`src/rtl/data_mem_arbiter.sv`:
```
// Two-port req/ack arbiter and sequencer in front of a single-ported data memory.
// Define DMARB_FIXED_PRIO_EN for fixed port-0 priority on ties; round robin otherwise.
module data_mem_arbiter #(
  parameter int ADDR_W = 8,
  parameter int DATA_W = 8
) (
  input  logic              CLK,
  input  logic              Reset_n,
  input  logic              Req0,
  input  logic              Req1,
  input  logic              Wr0,
  input  logic              Wr1,
  input  logic [ADDR_W-1:0] Addr0,
  input  logic [ADDR_W-1:0] Addr1,
  input  logic [DATA_W-1:0] WData0,
  input  logic [DATA_W-1:0] WData1,
  output logic              Ack0,
  output logic              Ack1,
  output logic [DATA_W-1:0] RData0,
  output logic [DATA_W-1:0] RData1,
  output logic              Busy,
  output logic              MemRead,
  output logic              MemWrite,
  output logic [ADDR_W-1:0] DataAddress,
  output logic [DATA_W-1:0] DataMemIn,
  input  logic [DATA_W-1:0] DataMemOut
);

  typedef enum logic [1:0] {
    IDLE   = 2'd0,
    ACCESS = 2'd1,
    ACK    = 2'd2
  } state_t;

  state_t state, state_nxt;

  logic              sel;
  logic              any_req;
  logic              grant1;
  logic              win_wr;
  logic [ADDR_W-1:0] win_addr;
  logic [DATA_W-1:0] win_wdata;

`ifndef DMARB_FIXED_PRIO_EN
  logic              last_grant;
`endif

  always_ff @(posedge CLK or negedge Reset_n) begin
    if (!Reset_n) begin
      state <= IDLE;
    end else begin
      state <= state_nxt;
    end
  end

  // Winner selection: a lone request always wins; ties resolved by priority policy.
  always_comb begin
    state_nxt = state;
    any_req   = Req0 | Req1;
`ifdef DMARB_FIXED_PRIO_EN
    grant1    = Req1 & ~Req0;
`else
    grant1    = Req1 & (~Req0 | ~last_grant);
`endif
    win_wr    = grant1 ? Wr1    : Wr0;
    win_addr  = grant1 ? Addr1  : Addr0;
    win_wdata = grant1 ? WData1 : WData0;

    unique case (state)
      IDLE:    if (any_req) state_nxt = ACCESS;
      ACCESS:  state_nxt = ACK;
      ACK:     state_nxt = IDLE;
      default: state_nxt = IDLE;
    endcase
  end

  // Memory pins, read-data capture and acknowledges are all registered off the state.
  always_ff @(posedge CLK or negedge Reset_n) begin
    if (!Reset_n) begin
      sel         <= 1'b0;
      MemRead     <= 1'b0;
      MemWrite    <= 1'b0;
      DataAddress <= '0;
      DataMemIn   <= '0;
      Ack0        <= 1'b0;
      Ack1        <= 1'b0;
      RData0      <= '0;
      RData1      <= '0;
      Busy        <= 1'b0;
`ifndef DMARB_FIXED_PRIO_EN
      last_grant  <= 1'b1;
`endif
    end else begin
      Busy <= (state_nxt != IDLE);
      unique case (state)
        IDLE: begin
          if (any_req) begin
            DataAddress <= win_addr;
            DataMemIn   <= win_wdata;
            MemRead     <= ~win_wr;
            MemWrite    <= win_wr;
            sel         <= grant1;
`ifndef DMARB_FIXED_PRIO_EN
            last_grant  <= grant1;
`endif
          end
        end
        ACCESS: begin
          MemRead  <= 1'b0;
          MemWrite <= 1'b0;
          if (MemRead) begin
            if (sel) RData1 <= DataMemOut;
            else     RData0 <= DataMemOut;
          end
          Ack0 <= ~sel;
          Ack1 <= sel;
        end
        ACK: begin
          Ack0 <= 1'b0;
          Ack1 <= 1'b0;
        end
        default: begin
          MemRead  <= 1'b0;
          MemWrite <= 1'b0;
          Ack0     <= 1'b0;
          Ack1     <= 1'b0;
        end
      endcase
    end
  end

endmodule

```
`config.mk`:
```
export PLATFORM = sky130hd
export DESIGN_NAME = data_mem_arbiter
export DESIGN_NICKNAME = d
export VERILOG_FILES = /design/src/rtl/data_mem_arbiter.sv
export SDC_FILE = /design/constraint.sdc
export NUM_CORES = 1
export LEC_CHECK = 0
export ABC_CLOCK_PERIOD_IN_PS = 1200
export BUFFER_PORTS_ARGS = -buffer_cell sky130_fd_sc_hd__clkbuf_2
export CAP_MARGIN = 40
export CORE_ASPECT_RATIO = 0.75
export CORE_MARGIN = 8
export CORE_UTILIZATION = 41
export CTS_CLUSTER_DIAMETER = 120
export DETAILED_ROUTE_END_ITERATION = 12
export HOLD_SLACK_MARGIN = 0.03
export PLACE_DENSITY = 0.8
export SLEW_MARGIN = 10
export SYNTH_ARGS = -nofsm -noshare
export SYNTH_HDL_FRONTEND = slang
export SYNTH_SLANG_ARGS = --single-unit
```
`constraint.sdc`:
```
create_clock -name CLK -period 1.2 [get_ports CLK]
set_input_delay 0.06 -clock CLK [delete_from_list [all_inputs] [get_ports CLK]]
set_output_delay 0.06 -clock CLK [all_outputs]
set_load 0.03 [all_outputs]
```
==> impl_metrics.yaml <==
outcome:
  status: "complete, but fails checks"
  violations: "setup timing"
power_and_ir_drop:
  seq_power_share_pct: 32.2
  p_per_area_nw_per_um2: 2900
  power.combinational.fraction_pct: 50.6
  power.internal_w: 0.00440
  p_switching_w: 0.00326
  netSwitchingFraction_pct: 42.6
  p_leak_nw: 1.36
  p_clk_share_pct: 17.2
  irDropWorstVdd_v: 0.00123
cells_and_area:
  antenna_cells: 0
  nNetsFinal: 289
  final_cell_mix: "clkbuf_2 (82), dfrtp_1 (39), mux2i_1 (15), o21ai_1 (15), o21ai_0 (15)"
  drive_above_1_share_pct: 56.1
  n_fill_cell: 298
  area_growth_pct: 50.5
  layout_commonest_cell: "clkbuf_2"
yosys:
  synthCells: 139
  syn_avg_cell_area_um2: 12.6
  syn_nets: 185
  ys_seq_elements: 41
  synth.distinct_cells: 25
  synth_area_um2: 1760
  ys_seq_area_share_pct: 58.4
  yosys_warnings: 0
sta:
  setup_viol: 36
  setup_tns_ns: -2.26
  finalCritPeriodShare_pct: 110
  fin_crit_ns: 1.32
  slew_viol_final: 0
  tightest_slew_ns: 0.416
  rsz0062_at_grt: "true"
  worst_slack_ns: -0.115
  max_freq_mhz: 760
  hold_viol_final: 0
  fin_skew_ns: 0.00921
  slew_headroom_pct: 72.2
min_path:
  hp-class: "input pin to register"
  worstHoldStart: "DataMemOut[2]"
  hold_depth: 2
grt:
  antenna_found_initial: 0
  grt_remaining_overflow: 0
  grt_pass1_wl_um: 7650
  grt_pass1_vias: 1504
  groute.usage.overall_pct: 14.2
  grt_max_degree: 21
placement:
  place_congestion: 0.776
  dp_slack_ns: -0.115
  hpwl_um: 3650
  io_buffers: 82
critical_path:
  start_kind: "register"
  r2r-start: "last_grant"
  critical_path_class: "register to register"
  crit_fanout: 8
  arrival_ns: 1.49
  required_ns: 1.38
  worst_r2r_path_depth: 4
  cp-end-kind: "register"
  crit_start: "last_grant"
floorplanning:
  chipHeight_um: 72.7
  initial_core_util_pct: 43.1
  io_pins: 83
  die_area_um2: 6660
  rows: 20
  die_x_um: 91.6
  core_area_um2: 4080
drt:
  dr.first_iter.drc_count: 99
  num_vias: 1468
  post_drt_wl_per_cell_um: 16.3
  drt_pass1_iterations: 4
  detail-route-antenna-nets: 0
  viasPerCell: 4.91
  wl_um: 4860
  drc: 0
clock_network:
  cts-root-buf: "clkbuf_8"
  clk_path_buf_depth: 2
  cts_tree: "done"
  clk_latency_ns: 0.29
  clock_sinks: 41
  htreeDepth: 2
  cts_made_buffers: 5
  clk_pin_slew_ns: 0.09
flow_run:
  maxCapViolations: 0
-- worst max-delay path, cell delays in order (launching register included) --
cell	delay (ns)
dfstp_2	0.38
a21bo_4	0.24
clkbuf_16	0.17
and2_4	0.15
o31a_1	0.27
-- power groups by stage --
stage	Sequential [W]	Clock, W	Combinational [W]
3_5_place_dp	0.00248	0	0.00365
2_1_floorplan	0.00366	0	0.00123
4_1_cts	0.00246	0.00134	0.00375
3_3_place_gp	0.00243	0	0.00357
6_report	0.00247	0.00132	0.00388
5_1_grt	0.00255	0.00142	0.00414
-- Yosys cell counts --
cell / n / share of area (%)
and2_1: 1 / 0.36
nand2_1: 1 / 0.21
mux2_2: 16 / 10
and3_1: 1 / 0.36
buf_4: 1 / 0.43
nand3_2: 1 / 0.57
o21ai_1: 4 / 1.1
o31a_1: 1 / 0.50
o21bai_1: 1 / 0.43
nor2b_4: 1 / 0.78
o21ai_0: 28 / 8.0
dfrtp_1: 40 / 57
nor2_1: 4 / 0.85
a21o_1: 2 / 0.85
dfstp_2: 1 / 1.5
a21bo_2: 1 / 0.57
buf_2: 1 / 0.28
or2_1: 1 / 0.36
nor3_1: 2 / 0.57
inv_1: 4 / 0.85
mux2i_1: 18 / 10
buf_6: 3 / 1.9
clkbuf_1: 4 / 0.85
a21oi_1: 1 / 0.28
o32ai_2: 1 / 0.93
-- layout make-up --
class / instances / area, um2 / share of cell area (%)
Sequential cell: 41 / 1030 / 38.9
Multi-Input combinational cell: 85 / 752 / 28.4
Timing Repair Buffer: 106 / 644 / 24.3
Clock buffer: 5 / 68.8 / 2.60
Clock inverter: 3 / 68.8 / 2.60
Tap cell: 55 / 68.8 / 2.60
Inverter: 4 / 15.0 / 0.567
-- cell families after synthesis --
logic type	count (synthesis)	share of synthesized area, %
DFF	41	58.4
AOI/OAI and AO/OA	39	12.7
and+or+nand+nor	12	4.06
muxes	34	20.5
buffers and inverters	13	4.34
-- state kept, by name (all words and copies together) (netlist names) --
| signal | count |
|---|---|
| DataAddress | 8 |
| DataMemIn | 8 |
| RData0 | 8 |
| RData1 | 8 |
| state | 2 |
| Ack0 | 1 |
| Ack1 | 1 |
| Busy | 1 |
| MemRead | 1 |
| MemWrite | 1 |
| last_grant | 1 |
| sel | 1 |
-- per-stage QoR --
step | utilization (%) | hold WS [ns] | std cells | instance area, um2 | total power [W]
2_1_floorplan | - | -0.236 | 139 | 1810 | 0.00489
3_3_place_gp | 57.0 | 0.0112 | 280 | 2320 | 0.00600
3_5_place_dp | 57.0 | 0.0157 | 280 | 2320 | 0.00612
4_1_cts | 62.9 | 0.0350 | 297 | 2570 | 0.00756
5_1_grt | 64.9 | 0.0346 | 299 | 2650 | 0.00810
6_report | 64.9 | 0.0362 | 299 | 2650 | 0.00766
-- layer usage --
metal | wire length (um) | GRT usage [%] | vias to the layer above
li1 | - | - | 702
met1 | 2000 | 16.1 | 716
met2 | 2510 | 24.9 | 45
met3 | 299 | 4.42 | 5
met4 | 51 | 4.88 | 0
met5 | 0 | 0 | -
-- final timing paths --
kind | slack (ns) | end
worst max-delay path | -0.12 | MemWrite
worst min-delay path | 0.04 | RData0[2]
worst max register to register | -0.12 | MemWrite
worst min register to register | 0.51 | RData1[6]
max in group asynchronous | 0.42 | DataAddress[3]
min in group asynchronous | 0.25 | MemWrite
-- timing repair --
item                                   CTS  global route
hold buffers                             8             0
buffers inserted                         1             1
pin swaps                                0             1
endpoints found under the hold margin   29             0
resized for setup                        9            11
gates cloned                             0             1
setup endpoints to repair               36            36
Note: power is estimated with default switching activity, not from simulation.
